--- src/rtl/ram512_seq.sv ---
// Sequencer that fills or checksums a region of an external 512-word RAM.
// Fill writes a constant or incrementing pattern; scan sums words into a 16-bit checksum.
module ram512_seq #(
  parameter int unsigned DATA_W = 16,
  parameter int unsigned ADDR_W = 9
) (
  input  logic              clk,
  input  logic              rst_n,
  input  logic              start,
  input  logic [1:0]        mode,
  input  logic [ADDR_W-1:0] base,
  input  logic [ADDR_W:0]   count,
  input  logic [DATA_W-1:0] pattern,
  output logic              busy,
  output logic              done,
  output logic              err,
  output logic [DATA_W-1:0] checksum,
  output logic [DATA_W-1:0] mem_in,
  output logic [ADDR_W-1:0] mem_address,
  output logic              mem_load,
  input  logic [DATA_W-1:0] mem_out
);

  localparam int unsigned CNT_W = ADDR_W + 1;
  localparam logic [CNT_W-1:0] MAX_COUNT = CNT_W'(1 << ADDR_W);
  localparam logic [1:0] MODE_CONST = 2'b00;
  localparam logic [1:0] MODE_INC   = 2'b01;
  localparam logic [1:0] MODE_SCAN  = 2'b10;
  localparam logic [1:0] MODE_RSVD  = 2'b11;

  typedef enum logic [1:0] {IDLE, FILL, SCAN, FIN} state_t;

  state_t            state, state_d;
  logic [CNT_W-1:0]  remain, remain_d;
  logic              inc_q, inc_d;
  logic [DATA_W-1:0] acc, acc_d;
  logic [DATA_W-1:0] checksum_d, data_d, sum_c;
  logic [ADDR_W-1:0] addr_d;
  logic              load_d, busy_d, done_d, err_d;
  logic              legal_c;

  assign legal_c = (mode != MODE_RSVD) && (count != '0) && (count <= MAX_COUNT);
  assign sum_c   = acc + mem_out;

  // State register
  always_ff @(posedge clk or negedge rst_n) begin
    if (!rst_n) state <= IDLE;
    else        state <= state_d;
  end

  // Next-state logic; remain counts words still to go after the current one
  always_comb begin
    state_d = state;
    case (state)
      IDLE: begin
        if (start) begin
          if (!legal_c)               state_d = FIN;
          else if (mode == MODE_SCAN) state_d = SCAN;
          else                        state_d = FILL;
        end
      end
      FILL, SCAN: if (remain == '0) state_d = FIN;
      FIN:        state_d = IDLE;
      default:    state_d = IDLE;
    endcase
  end

  // Next values for the registered outputs and datapath
  always_comb begin
    remain_d   = remain;
    inc_d      = inc_q;
    acc_d      = acc;
    checksum_d = checksum;
    addr_d     = mem_address;
    data_d     = mem_in;
    load_d     = 1'b0;
    done_d     = 1'b0;
    err_d      = 1'b0;
    case (state)
      IDLE: begin
        if (start) begin
          remain_d = count - CNT_W'(1);
          inc_d    = (mode == MODE_INC);
          acc_d    = '0;
          if (!legal_c) begin
            done_d = 1'b1;
            err_d  = 1'b1;
          end else begin
            addr_d = base;
            if (mode == MODE_CONST || mode == MODE_INC) begin
              load_d = 1'b1;
              data_d = pattern;
            end
          end
        end
      end
      FILL: begin
        if (remain != '0) begin
          load_d   = 1'b1;
          addr_d   = mem_address + ADDR_W'(1);
          data_d   = inc_q ? mem_in + DATA_W'(1) : mem_in;
          remain_d = remain - CNT_W'(1);
        end else begin
          done_d = 1'b1;
        end
      end
      SCAN: begin
        acc_d = sum_c;
        if (remain != '0) begin
          addr_d   = mem_address + ADDR_W'(1);
          remain_d = remain - CNT_W'(1);
        end else begin
          done_d     = 1'b1;
          checksum_d = sum_c;
        end
      end
      default: ;
    endcase
    busy_d = (state_d != IDLE);
  end

  // Output and datapath registers
  always_ff @(posedge clk or negedge rst_n) begin
    if (!rst_n) begin
      remain      <= '0;
      inc_q       <= 1'b0;
      acc         <= '0;
      checksum    <= '0;
      mem_address <= '0;
      mem_in      <= '0;
      mem_load    <= 1'b0;
      busy        <= 1'b0;
      done        <= 1'b0;
      err         <= 1'b0;
    end else begin
      remain      <= remain_d;
      inc_q       <= inc_d;
      acc         <= acc_d;
      checksum    <= checksum_d;
      mem_address <= addr_d;
      mem_in      <= data_d;
      mem_load    <= load_d;
      busy        <= busy_d;
      done        <= done_d;
      err         <= err_d;
    end
  end

endmodule

--- config.mk ---
export PLATFORM = sky130hd
export DESIGN_NAME = ram512_seq
export DESIGN_NICKNAME = d
export VERILOG_FILES = /design/src/rtl/ram512_seq.sv
export SDC_FILE = /design/constraint.sdc
export NUM_CORES = 1
export LEC_CHECK = 0
export ABC_AREA = 1
export CORE_MARGIN = 10
export CORE_UTILIZATION = 53
export CTS_CLUSTER_DIAMETER = 50
export DETAILED_ROUTE_END_ITERATION = 12
export PLACE_DENSITY = 0.82
export SYNTH_ARGS = -nofsm -noshare
export SYNTH_HDL_FRONTEND = slang
export SYNTH_SLANG_ARGS = --single-unit
--- constraint.sdc ---
create_clock -name clk -period 2.1 [get_ports clk]
set_input_delay 0.315 -clock clk [delete_from_list [all_inputs] [get_ports clk]]
set_output_delay 0.315 -clock clk [all_outputs]
set_load 0.1 [all_outputs]
==> results of run 1 <==
==> what timing repair did <==
action	in CTS	in global routing
hold buffers	1	0
endpoints found under the hold margin	14	0
pin swaps	0	1
resized for setup	1	3
buffers inserted	0	3
setup endpoints to repair	1	4
==> flip-flops by register name (all words and copies together) (netlist names) <==
| name | cells |
|---|---|
| acc | 16 |
| checksum | 16 |
| mem_in | 16 |
| remain | 10 |
| mem_address | 9 |
| state | 2 |
| busy | 1 |
| done | 1 |
| err | 1 |
| inc_q | 1 |
| mem_load | 1 |
==> logic make-up after synthesis <==
logic type / after synthesis / share of synthesized area [%]
AO/OA/AOI/OAI: 68 / 7.843
adder cells (fa/ha/maj): 23 / 5.766
XOR/XNOR: 13 / 2.223
AND/OR/NAND/NOR: 465 / 38.99
buffers and inverters: 101 / 9.016
flip-flops: 74 / 36.16
==> critical path: stages (launching register included) <==
cell and delay [ns]:
dfrtp_1 0.37, inv_1 0.09, ha_4 0.33, inv_1 0.06, nand2_1 0.05, and2_1 0.16
ha_2 0.20, nand2_1 0.09, nor2_2 0.19, nand2_1 0.07, nand2_1 0.06, nand2_1 0.05
nand2_1 0.05, o21ai_1 0.05
==> cells in the mapped netlist <==
master / count
o21ai_2: 7
buf_4: 3
fa_1: 1
a22o_1: 2
nor2_1: 37
o31ai_1: 4
buf_6: 9
or2_2: 3
a21o_1: 3
nor3_1: 3
nand4_1: 6
o21ai_0: 22
inv_2: 7
inv_1: 75
dfrtp_1: 74
o21bai_2: 1
a21oi_1: 13
nand3_1: 79
buf_2: 1
nand2_4: 4
xnor2_1: 8
o21ai_1: 14
and2_1: 3
nand3b_1: 5
nor2_2: 5
nand2_1: 310
nand3_2: 2
nor2_4: 2
nor3b_1: 1
inv_4: 1
o21bai_1: 1
o22ai_1: 1
clkbuf_1: 5
nor2_8: 1
nand2_2: 4
xor2_1: 5
ha_1: 22
==> power by group through the flow <==
stage | sequential [mW] | combinational, mW | clock (mW)
6_report | 2.63 | 7.96 | 0.987
5_1_grt | 2.72 | 8.67 | 1.05
4_1_cts | 2.62 | 7.82 | 1.00
3_5_place_dp | 2.64 | 7.78 | 0
3_3_place_gp | 2.60 | 7.56 | 0
2_1_floorplan | 4.80 | 3.83 | 0
==> final timing paths <==
path	from	to	slack (ns)	depth (start not counted)
min in group clk	checksum[0]	checksum[0]	0.49	2
worst min register to register	checksum[0]	checksum[0]	0.49	2
max in group asynchronous	rst_n	mem_in[0]	1.16	3
worst max-delay path	state[1]	remain[6]	0.17	13
worst max register to register	state[1]	remain[6]	0.17	13
worst min-delay path	rst_n	acc[8]	0.35	2
==> layout make-up <==
| type | instances | share of cell area [%] |
|---|---|---|
| clock buffers | 13 | 2.325 |
| clock inverters | 3 | 0.2344 |
| inverters | 83 | 4.903 |
| multi-input cells | 569 | 44.11 |
| flip-flops and latches | 74 | 28.95 |
| well taps | 129 | 2.520 |
| repair buffers | 123 | 16.96 |
==> metal layers <==
layer  share of wire (%)  GRT usage (%)
met1                  44          23.94
met2                  48          32.61
met3                 6.0          3.665
met4                 2.1          7.805
met5                   0              0
==> per-stage QoR <==
step / cell area [µm²] / total power [mW] / util (%)
floorplan: 5124 / 8.629 / -
global placement: 6191 / 10.16 / 66.37
detailed placement: 6191 / 10.41 / 66.37
CTS: 6367 / 11.44 / 68.26
global route: 6405 / 12.44 / 68.67
finish: 6405 / 11.58 / 68.67
==> impl_metrics.env, run 1 <==
export IMPL_run_status="finished clean"
export IMPL_routed_wl_mm=13.86
export IMPL_clock_latency_ns=0.35
export IMPL_seq_power_share_pct=22.7
export IMPL_fin_crit_ns=1.928
export IMPL_p_switching_mw=6.683
export IMPL_drc=0
export IMPL_final_common_cell="nand2_1"
export IMPL_num_io_pins=101
export IMPL_placed_cells_incl_taps=974
export IMPL_final_cell_mix="nand2_1 (310), nand3_1 (79), inv_1 (75)"
export IMPL_setup_viol_count_final=0
export IMPL_place_congestion=0.9636
export IMPL_worst_pin_slew_ns=0.3429
export IMPL_hold_class="in2async"
export IMPL_synth_top_cell_by_area="dfrtp_1"
export IMPL_drive_above_1_share_pct=14.22
export IMPL_ir_drop_v=0.001325
export IMPL_syn2layout_area_growth_pct=25.07
export IMPL_dieArea_um2=13990
export IMPL_vias=5257
export IMPL_timing_final_max_slew_violations=0
export IMPL_path_class="reg2reg"
export IMPL_synthDominantCellAreaShare_pct=36.16
export IMPL_syn_mean_instance_area_um2=6.883
export IMPL_core_um2=9328
export IMPL_post_drt_wl_per_cell_um=13.94
export IMPL_cts_sinks=74
export IMPL_rows=35
export IMPL_nFillCells=830
export IMPL_crit_required_ns=2.33
export IMPL_diodes=0
export IMPL_die_w_um=118.3
export IMPL_end_kind="flop"
export IMPL_p_clk_share_pct=8.5
export IMPL_clk_pin_slew_ns=0.08
export IMPL_leakagePower_nw=3.440
export IMPL_ys_seq_elements=74
export IMPL_relSlewSlack_pct=77.05
export IMPL_layout_setup_ws_ns=0.1723
export IMPL_timing_final_crit_share_pct=91.80
export IMPL_netlist_instances=744
export IMPL_drtPass1Iterations=5
export IMPL_yosys_warnings=0
export IMPL_clock_fmax_mhz=518.8
export IMPL_cts_root_buf="clkbuf_8"
export IMPL_grt_pass1_vias=5189
export IMPL_holdWs_ns=0.3530
export IMPL_hold_violations=0
export IMPL_cts_max_path_buffers=2
export IMPL_synth_area_um2=5121
export IMPL_start_util_pct=54.90
export IMPL_multi_input_area_um2=2825
export IMPL_ant_nets=0
export IMPL_critical_path_max_fanout=7
export IMPL_grt_overflow=0
export IMPL_antenna_found_initial=0
export IMPL_numCtsBuffers=9
export IMPL_grt_pass1_wl_mm=23.40
export IMPL_final_nets=939
export IMPL_fin_setup_tns_ns=0
export IMPL_finalNonFillerCells=994
export IMPL_finalClockSkew_ns=0.01383
export IMPL_crit_arrival_ns=2.16
export IMPL_cts_tree="done"
export IMPL_fp_dieH_um=118.3
export IMPL_dp_hpwl_mm=10.70
export IMPL_cap_violations=0
export IMPL_yosysUniqueCellTypes=37
export IMPL_start_kind="flop"
export IMPL_htree_num_levels=3
export IMPL_port_buffers=100
export IMPL_combinationalPowerShare_pct=68.8
export IMPL_yosys_top_cells_area="dfrtp_1 (36%), nand2_1 (23%), nand3_1 (7.7%)"
export IMPL_regArea_um2=1854
export IMPL_drt_iter0_markers=306
export IMPL_ys_seq_area_share_pct=36.16
export IMPL_grt_use_total_pct=19.41
export IMPL_place_ws_ns=-0.08236
export IMPL_viasPerCell=5.289
export IMPL_internal_power_mw=4.896
export IMPL_synth_nets=823
export IMPL_power_density_nw_per_um2=1808
export IMPL_grt_start_max_net_pins=39
export IMPL_p_sw_share_pct=57.72
No activity file was read; power rests on OpenSTA's default activity.
==> inputs of run 2 (changes only) <==
CELL_PAD_IN_SITES_DETAIL_PLACEMENT = 1   (was default)
CELL_PAD_IN_SITES_GLOBAL_PLACEMENT = 2   (was default)
CORE_UTILIZATION = 29   (was 53)
PLACE_DENSITY = default   (was 0.82)
PLACE_DENSITY_LB_ADDON = 0.1   (was default)
==> run 2 against run 1 <==
  * Power up 6.6%
  * Setup slack better by 0.0071 ns
  * Non-clock buffer count up 4
  * Register-to-register slack about the same
  * Clock-buffer cell count down 1
  * Clock power up 63%
  * Design area up 4.5%
  * Maximum frequency up 0.37%
  * Clock skew down 0.0035 ns
  * Die area up 67%
  * Global-route usage down 5.1 points
  * First-iteration DRC count down 34%
  * Highest routed layer unchanged
==> impl_metrics.env, run 2 (same netlist as run 1, synthesis figures left out) <==
export IMPL_multi_input_area_um2=2820
export IMPL_drt_iter0_markers=201
export IMPL_grt_pass1_vias=5481
export IMPL_leakagePower_nw=3.518
export IMPL_design_area_um2=6693
export IMPL_cap_violations=0
export IMPL_path_class="reg2reg"
export IMPL_place_congestion=0.7979
export IMPL_max_stage_delay_ns=0.40
export IMPL_crit_arrival_ns=2.15
export IMPL_largestRegisters="acc (16), checksum (16), mem_in (16)"
export IMPL_cts_sinks=74
export IMPL_port_buffers=100
export IMPL_cts_root_buf="clkbuf_16"
export IMPL_viasPerCell=4.684
export IMPL_crit_reg2reg_launch="state[1]"
export IMPL_htree_num_levels=3
export IMPL_fp_dieH_um=152.9
export IMPL_start_util_pct=29.61
export IMPL_clock_latency_ns=0.34
export IMPL_timing_final_crit_share_pct=91.46
export IMPL_crit_required_ns=2.33
export IMPL_drtPass1Iterations=6
export IMPL_grt_start_max_net_pins=42
export IMPL_start_kind="flop"
export IMPL_vias=5124
export IMPL_path_depth=12
export IMPL_post_drt_wl_per_cell_um=15.07
export IMPL_finalClockSkew_ns=0.01032
export IMPL_worst_pin_slew_ns=0.6671
export IMPL_drive_above_1_share_pct=14.73
export IMPL_ir_drop_v=0.0009770
export IMPL_num_io_pins=101
export IMPL_final_cell_mix="nand2_1 (310), nand3_1 (79), inv_1 (74)"
export IMPL_hold_violations=0
export IMPL_drc=0
export IMPL_critical_path_max_fanout=7
export IMPL_grt_overflow=0
export IMPL_grt_use_total_pct=14.27
export IMPL_die_w_um=152.9
export IMPL_antenna_found_initial=0
export IMPL_holdWs_ns=0.4658
export IMPL_rr_endpoint="remain[8]"
export IMPL_clk_pin_slew_ns=0.06
export IMPL_dp_hpwl_mm=12.95
export IMPL_grt_pass1_wl_mm=28.09
export IMPL_routed_wl_mm=16.49
export IMPL_relSlewSlack_pct=55.48
export IMPL_cp_common_cell="nand2_1"
export IMPL_end_kind="flop"
export IMPL_cts_max_path_buffers=2
export IMPL_diodes=0
export IMPL_syn2layout_area_growth_pct=30.69
export IMPL_fin_crit_ns=1.921
export IMPL_clock_fmax_mhz=520.7
export IMPL_run_status="finished clean"
export IMPL_crit_path_cell_trace="inv_2 > ha_4 > inv_1 > nand2_1 > and2_1 > ha_1 > nand2_1 > nor2_1 > nand2_1 > xor2_1 > nand2_1 > nand2_1"
export IMPL_rows=48
export IMPL_startpoint="state[1]"
export IMPL_path_buf_inv=2
export IMPL_hold_class="in2async"
export IMPL_cp_endpoint="remain[8]"
export IMPL_r2r_cells=12
export IMPL_nFillCells=2225
export IMPL_cts_tree="done"
export IMPL_crit_family="simple AND/OR/NAND/NOR gates"
export IMPL_placed_cells_incl_taps=1075
export IMPL_critPathSlowestCell="dfrtp_1"
export IMPL_final_nets=943
export IMPL_dieArea_um2=23370
export IMPL_rrSetupSlack_ns=0.18
export IMPL_finalNonFillerCells=1094
export IMPL_numCtsBuffers=9
export IMPL_regArea_um2=1854
export IMPL_setup_viol_count_final=0
export IMPL_core_um2=17300
export IMPL_ant_nets=0
export IMPL_placed_cell_area_um2=6349
export IMPL_power_density_nw_per_um2=1845
export IMPL_timing_final_max_slew_violations=0
export IMPL_rsz0062_at_grt="false"
export IMPL_final_common_cell="nand2_1"
[run 2: cell types whose count changed in the layout (fill, tap and decap cells not counted), sizes merged]
cell / previous run / this run
buf: 68 / 72
clkinvlp: 0 / 2
bufinv: 0 / 1
clkinv: 3 / 1
clkbuf: 13 / 12
[run 2: routing by layer]
metal | wire length [µm] | GRT usage, % | up-vias
met5 | 0 | 0 | -
met4 | 248 | 4.587 | 0
met3 | 539 | 2.553 | 16
met2 | 7950 | 24.09 | 79
met1 | 7747 | 17.98 | 2442
li1 | - | - | 2587
[run 2: layout make-up]
class / count / area share [%]
Multi-Input combinational cell: 569 / 42.14
Sequential cell: 74 / 27.71
Timing Repair Buffer: 127 / 16.68
Inverter: 83 / 4.692
Tap cell: 225 / 4.206
Clock buffer: 12 / 3.832
Clock inverter: 4 / 0.7478
[run 2: where the power goes]
part | switching, mW | total (mW) | internal, mW
combinational | 5.65 | 8.10 | 2.44
clock | 0.628 | 1.61 | 0.984
sequential | 0.578 | 2.64 | 2.06
[run 2: how the worst min path moves through the flow]
stage                        end  slack [ns]  cells past startpoint
floorplan                 acc[0]        0.02                      0
global placement    checksum[10]        0.30                      1
detailed placement  checksum[10]        0.31                      1
CTS                 checksum[10]        0.48                      2
global route        checksum[10]        0.50                      2
finish              checksum[10]        0.47                      2
[run 2: worst register-to-register path, delay by kind of cell (launching register included)]
family                   cells  cell delay (ns)
flip-flops                   1             0.40
adder cells (fa/ha/maj)      2             0.51
AND/OR/NAND/NOR              7             0.63
buffers and inverters        2             0.14
XOR/XNOR                     1             0.14
[run 2: through the flow]
stage	setup TNS, ns	utilization (%)	setup WS, ns	power [mW]
after floorplan	0	-	0.008210	8.629
after global placement	-0.7008	36.70	-0.1090	10.61
after detailed placement	-1.457	36.70	-0.1777	10.79
after CTS	0	38.55	0.03575	12.48
after global routing	0	38.69	0.01635	13.47
final	0	38.69	0.1793	12.35
[run 2: what timing repair did]
action | CTS | global route
pin swaps | 0 | 2
hold endpoints to repair | 33 | 0
resized for setup | 1 | 2
buffers inserted | 0 | 2
hold buffers | 1 | 0
setup endpoints to repair | 2 | 6
